File: src/rtl/adder_tree_sched.sv
// Round-robin scheduler feeding a pipelined 8-operand adder tree, with a credit-protected FWFT result FIFO.
// Optional per-requester grant and stall statistics are enabled with `define ADDER_TREE_SCHED_STATS_EN.
module adder_tree_sched #(
  parameter int ADDER_WIDTH = 4,
  parameter int FIFO_DEPTH  = 4
) (
  input  logic                       clk,
  input  logic                       rst,
  input  logic [3:0]                 req_valid,
  input  logic [4*8*ADDER_WIDTH-1:0] req_data,
  output logic [3:0]                 req_ready,
  output logic                       res_valid,
  output logic [1:0]                 res_id,
  output logic [ADDER_WIDTH+2:0]     res_sum,
  input  logic                       res_ready
`ifdef ADDER_TREE_SCHED_STATS_EN
  ,
  output logic [63:0]                grant_cnt,
  output logic [15:0]                stall_cnt
`endif
);

  localparam int W  = ADDER_WIDTH;
  localparam int AW = $clog2(FIFO_DEPTH);
  localparam int CW = $clog2(FIFO_DEPTH + 1);
  localparam logic [CW-1:0] DEPTH_C = CW'(FIFO_DEPTH);

  logic [1:0]      last_grant_q, last_grant_d;
  logic [CW-1:0]   inflight_q, inflight_d;
  logic            rdy_en_q, rdy_en_d;
  logic            s1_valid_q, s1_valid_d;
  logic [1:0]      s1_id_q, s1_id_d;
  logic [8*W-1:0]  s1_ops_q, s1_ops_d;
  logic            s2_valid_q, s2_valid_d;
  logic [1:0]      s2_id_q, s2_id_d;
  logic [W+2:0]    s2_sum_q, s2_sum_d;
  logic [AW:0]     wr_ptr_q, wr_ptr_d;
  logic [AW:0]     rd_ptr_q, rd_ptr_d;

  logic [1:0]      id_mem  [FIFO_DEPTH];
  logic [W+2:0]    sum_mem [FIFO_DEPTH];

  logic            grant_any;
  logic [1:0]      grant_idx;
  logic            credit_ok;
  logic            accept;
  logic            pop;
  logic            fifo_empty;

  logic [W:0]      lvl1 [4];
  logic [W+1:0]    lvl2 [2];
  logic [W+2:0]    lvl3;

  // Round-robin search starting one past the last accepted requester.
  always_comb begin
    // NOTE: every always_comb output gets a default first so no path leaves it unassigned and infers a latch.
    grant_any = 1'b0;
    grant_idx = 2'd0;
    for (int i = 0; i < 4; i++) begin
      if (!grant_any && req_valid[last_grant_q + 2'(i + 1)]) begin
        grant_any = 1'b1;
        grant_idx = last_grant_q + 2'(i + 1);
      end
    end
  end

  // rdy_en_q keeps grants off for the first cycle after reset is released.
  assign credit_ok  = rdy_en_q && !rst && (inflight_q != DEPTH_C);
  assign accept     = credit_ok && grant_any;
  assign req_ready  = accept ? (4'b0001 << grant_idx) : 4'b0000;

  assign fifo_empty = (wr_ptr_q == rd_ptr_q);
  assign res_valid  = !rst && !fifo_empty;
  assign pop        = res_valid && res_ready;
  assign res_id     = res_valid ? id_mem[rd_ptr_q[AW-1:0]]  : '0;
  assign res_sum    = res_valid ? sum_mem[rd_ptr_q[AW-1:0]] : '0;

  // Each level widens by one bit, so no carry is ever lost.
  always_comb begin
    for (int j = 0; j < 4; j++) begin
      lvl1[j] = {1'b0, s1_ops_q[2*j*W +: W]} + {1'b0, s1_ops_q[(2*j+1)*W +: W]};
    end
    for (int j = 0; j < 2; j++) begin
      lvl2[j] = {1'b0, lvl1[2*j]} + {1'b0, lvl1[2*j+1]};
    end
    lvl3 = {1'b0, lvl2[0]} + {1'b0, lvl2[1]};
  end

  always_comb begin
    last_grant_d = accept ? grant_idx : last_grant_q;
    rdy_en_d     = 1'b1;

    unique case ({accept, pop})
      2'b10:   inflight_d = inflight_q + CW'(1);
      2'b01:   inflight_d = inflight_q - CW'(1);
      default: inflight_d = inflight_q;
    endcase

    s1_valid_d = accept;
    s1_id_d    = accept ? grant_idx : s1_id_q;
    s1_ops_d   = accept ? req_data[grant_idx*8*W +: 8*W] : s1_ops_q;

    s2_valid_d = s1_valid_q;
    s2_id_d    = s1_id_q;
    s2_sum_d   = lvl3;

    wr_ptr_d   = wr_ptr_q + (AW+1)'(s2_valid_q);
    rd_ptr_d   = rd_ptr_q + (AW+1)'(pop);
  end

  always_ff @(posedge clk) begin
    // NOTE: sequential state uses non-blocking assignments so every flop samples pre-edge values.
    if (rst) begin
      last_grant_q <= 2'd3;
      inflight_q   <= '0;
      rdy_en_q     <= 1'b0;
      s1_valid_q   <= 1'b0;
      s1_id_q      <= '0;
      s1_ops_q     <= '0;
      s2_valid_q   <= 1'b0;
      s2_id_q      <= '0;
      s2_sum_q     <= '0;
      wr_ptr_q     <= '0;
      rd_ptr_q     <= '0;
    end else begin
      last_grant_q <= last_grant_d;
      inflight_q   <= inflight_d;
      rdy_en_q     <= rdy_en_d;
      s1_valid_q   <= s1_valid_d;
      s1_id_q      <= s1_id_d;
      s1_ops_q     <= s1_ops_d;
      s2_valid_q   <= s2_valid_d;
      s2_id_q      <= s2_id_d;
      s2_sum_q     <= s2_sum_d;
      wr_ptr_q     <= wr_ptr_d;
      rd_ptr_q     <= rd_ptr_d;
    end
  end

  // Credit accounting guarantees a free slot for every stage-2 write.
  always_ff @(posedge clk) begin
    // NOTE: storage is not reset; the cleared pointers mark every entry empty.
    if (s2_valid_q) begin
      id_mem[wr_ptr_q[AW-1:0]]  <= s2_id_q;
      sum_mem[wr_ptr_q[AW-1:0]] <= s2_sum_q;
    end
  end

`ifdef ADDER_TREE_SCHED_STATS_EN
  logic [15:0] grant_cnt_q [4];
  logic [15:0] grant_cnt_d [4];
  logic [15:0] stall_cnt_q, stall_cnt_d;

  always_comb begin
    for (int r = 0; r < 4; r++) begin
      grant_cnt_d[r] = grant_cnt_q[r];
      if (accept && grant_idx == 2'(r) && grant_cnt_q[r] != 16'hFFFF) begin
        grant_cnt_d[r] = grant_cnt_q[r] + 16'd1;
      end
      grant_cnt[r*16 +: 16] = grant_cnt_q[r];
    end
    stall_cnt_d = stall_cnt_q;
    if (|req_valid && inflight_q == DEPTH_C && stall_cnt_q != 16'hFFFF) begin
      stall_cnt_d = stall_cnt_q + 16'd1;
    end
  end

  assign stall_cnt = stall_cnt_q;

  always_ff @(posedge clk) begin
    if (rst) begin
      for (int r = 0; r < 4; r++) grant_cnt_q[r] <= '0;
      stall_cnt_q <= '0;
    end else begin
      for (int r = 0; r < 4; r++) grant_cnt_q[r] <= grant_cnt_d[r];
      stall_cnt_q <= stall_cnt_d;
    end
  end
`endif

endmodule

File: config.mk
export PLATFORM = sky130hd
export DESIGN_NAME = adder_tree_sched
export DESIGN_NICKNAME = d
export VERILOG_FILES = /design/src/rtl/adder_tree_sched.sv
export SDC_FILE = /design/constraint.sdc
export NUM_CORES = 1
export LEC_CHECK = 0
export ABC_AREA = 1
export CORE_MARGIN = 2
export CORE_UTILIZATION = 49
export CTS_CLUSTER_SIZE = 30
export DETAILED_ROUTE_END_ITERATION = 10
export GPL_ROUTABILITY_DRIVEN = 1
export PLACE_DENSITY = 0.79
export SYNTH_ARGS = -nofsm -noshare
export SYNTH_HDL_FRONTEND = slang
export SYNTH_SLANG_ARGS = --single-unit
File: constraint.sdc
create_clock -name clk -period 4.2 [get_ports clk]
set_input_delay 0.84 -clock clk [delete_from_list [all_inputs] [get_ports clk]]
set_output_delay 0.84 -clock clk [all_outputs]
set_load 0.01 [all_outputs]
==> metrics.yaml <==
clk_path_buf_depth: 2
r2r_end: "s2_sum_q[6]$_SDFF_PP0_"
firstDrtPassIters: 6
wl_um: 14000
cts_setup_buffers: 0
io_pins: 149
syn_nets: 921
setup_ws_ns: 0.421
hold_violations: 0
first_iter_violations: 239
drc: 0
holdPathEnd: "s2_id_q[1]$_SDFF_PP0_"
vias: 5097
path_max_fanout: 15
die-width_um: 111
powerDensity_mw_per_mm2: 881
drive_gt1_share_pct: 5.15
r2r_cells: 12
hpwl_um: 10600
clk_pin_slew_ns: 0.07
grtUsageTotal_pct: 23.9
portBuffers: 148
vdd_drop_max_mv: 0.564
syn2layout_area_growth_pct: 32.7
avgSynthCellArea_um2: 7.47
grt_max_degree: 77
start_util_pct: 49.7
cts.sink_count: 93
gp_congestion: 0.801
post-place-ws_ns: 0.405
synth_xor_area_share_pct: 0.782
synthCells: 750
synth_compound_gate_area_share_pct: 4.58
drtAntennaViolNets: 0
yosysUniqueCellTypes: 29
nNetsFinal: 1059
ys_seq_area_share_pct: 39.7
cts_hold_buf: 0
grt_pass1_wl_um: 23600
status: "completed"
grt_overflow_total: 0
hold_path_class: "flop to flop"
n_antenna_cell: 0
critPathKind: "input pin to output port"
holdPathStages: 2
synth.largest_area_cell: "dfxtp_1"
yosys_register_bits: 93
fin_skew_ns: 0.00772
finalMaxSlewViolations: 0
muxShareOfSynthArea_pct: 0
setup_viol: 0
min-delay-start: "s1_id_q[1]$_SDFFE_PP0P_"
cap_violations: 0
power_leakage_nw: 3.39
max_freq_mhz: 265
antenna_found_initial: 0
cp.required_ns: 3.36
arrival_ns: 2.94
wire_per_inst_um: 13.5
reg2reg_from: "s1_ops_q[14]$_SDFFE_PP0P_"
netlist_area_mm2: 0.00560
synth_top_family_by_area: "simple AND/OR/NAND/NOR gates"
synth_area_leaders: "dfxtp_1 20%, edfxtp_1 19%, nand2_1 14%"
finalCriticalPeriod_ns: 3.78
core_area_mm2: 0.0113
cts_tree: "built"
fin_tns_setup_ns: 0
yosys.area_share.simple_pct: 32.4
worst_slew_pin_slew_ns: 0.838
h-tree-depth: 3
reg2reg_slack_ns: 0.58
synth_top_area_share_pct: 20.4
cp-start-kind: "input pin"
root_buffer: "clkbuf_16"
grt_pass1_vias: 5133
relSlewSlack_pct: 44.1
cts_made_buffers: 9
placed_area_mm2: 0.00713
synth_fa_ha_area_share_pct: 11.3
vias_per_cell: 4.92
rsz0062_at_grt: "false"
period_share_pct: 90.0
clock_latency_ns: 0.34
yosys_warnings: 0
crit_path_end_kind: "output port"
rows: 39
die_area_mm2: 0.0123
die_height_um: 111
post_cts_resized: 0
final_area_mm2: 0.00743
## placed cells by master, fill, tap and decap left out, types with 2 or more instances in the layout
cell	netlist	final
a21oi_1	16	16
a31oi_1	2	2
buf_4	10	15
clkbuf_16	0	9
clkdlybuf4s50_1	0	148
clkinv_1	2	2
dfxtp_1	57	57
edfxtp_1	36	36
fa_1	24	24
ha_1	12	12
inv_1	98	98
inv_2	3	3
inv_4	1	2
inv_6	0	2
nand2_1	203	203
nand2_2	5	5
nand3_1	107	107
nor2_1	88	88
nor2_2	2	2
nor2_4	2	2
nor3_1	5	5
o21ai_0	30	30
or2_1	12	12
xnor2_1	5	5
## per-stage QoR
step | cells | utilization [%] | total power, mW | hold WS, ns
after floorplan | 750 | - | 4.85 | 0.388
after global placement | 1020 | 63.3 | 5.55 | 0.396
after detailed placement | 1020 | 63.3 | 5.68 | 0.413
after CTS | 1036 | 65.9 | 6.60 | 0.430
after global routing | 1036 | 65.9 | 7.33 | 0.437
final | 1036 | 65.9 | 6.55 | 0.428
## cells by family (layout without fill, tap and decap cells)
family	count (synthesis)	count (layout)
buffers and inverters	140	283
AOI/OAI and AO/OA	50	50
xor gates and xnor gates	5	5
and+or+nand+nor	426	426
DFF	93	93
adders and majority gates	36	36
## power breakdown
part | leakage [nW] | internal (mW) | total, mW | switching (mW)
sequential | 0.803 | 1.18 | 1.34 | 0.159
clock | 0.148 | 0.466 | 0.811 | 0.345
combinational | 2.44 | 1.64 | 4.40 | 2.76
## critical path, stage by stage
cell and delay (ns):
clkdlybuf4s50_1 0.47, nand2_1 0.07, nand2_2 0.11, nand2_1 0.08, nand2_2 0.10, nor2_4 0.04
nand3_1 0.06, nand2_1 0.08, inv_1 0.07, nand2_2 0.20, nor3_1 0.23, clkdlybuf4s50_1 0.58
## layout make-up
cell class                      instances  area, um2
Timing Repair Buffer                  163       1590
Sequential cell                        93       2220
Multi-Input combinational cell        517       2750
Tap cell                              143        179
Inverter                              104        393
Clock inverter                          6       67.6
Fill cell                             973       3840
Clock buffer                           10        229
## per-layer routing
metal / wire [um] / up-vias / part of all wire (%) / GRT usage [%]
met5: 0 / - / 0 / 0
li1: - / 2620 / - / -
met2: 7180 / 173 / 51 / 43.7
met4: 399 / 0 / 2.8 / 10.6
met1: 5570 / 2275 / 40 / 26.6
met3: 854 / 29 / 6.1 / 4.98
## Yosys cell counts
cell type / number
nand2_2: 5
a21oi_2: 1
o21ai_1: 1
inv_1: 98
inv_4: 1
fa_1: 24
clkbuf_4: 1
xnor2_1: 5
buf_4: 10
o21ai_0: 30
a21oi_1: 16
clkbuf_1: 9
or2_1: 12
nor2_1: 88
edfxtp_1: 36
nand3_2: 1
buf_6: 7
nor2_2: 2
a31oi_1: 2
nand2_4: 1
inv_2: 3
nor2_4: 2
dfxtp_1: 57
clkinv_1: 2
nand3_1: 107
nand2_1: 203
buf_2: 9
nor3_1: 5
ha_1: 12
## sequential cells by signal (all words and copies together) (netlist names)
name and count:
id_mem 8, inflight_q 3, last_grant_q 2, rd_ptr_q 3
rdy_en_q 1, s1_id_q 2, s1_ops_q 32, s1_valid_q 1
s2_id_q 2, s2_sum_q 7, s2_valid_q 1, sum_mem 28
wr_ptr_q 3
## worst max path at each step
stage | start | endpoint | slack (ns) | cells after the start
final | req_valid[2] | req_ready[1] | 0.42 | 12
after floorplan | s1_ops_q[2]$_SDFFE_PP0P_ | s2_sum_q[6]$_SDFF_PP0_ | 0.78 | 12
after detailed placement | req_valid[2] | req_ready[1] | 0.40 | 12
after global placement | req_valid[2] | req_ready[1] | 0.43 | 12
after CTS | req_valid[2] | req_ready[1] | 0.41 | 12
after global routing | req_valid[1] | req_ready[1] | 0.24 | 12
Note: power is estimated with default switching activity, not from simulation.
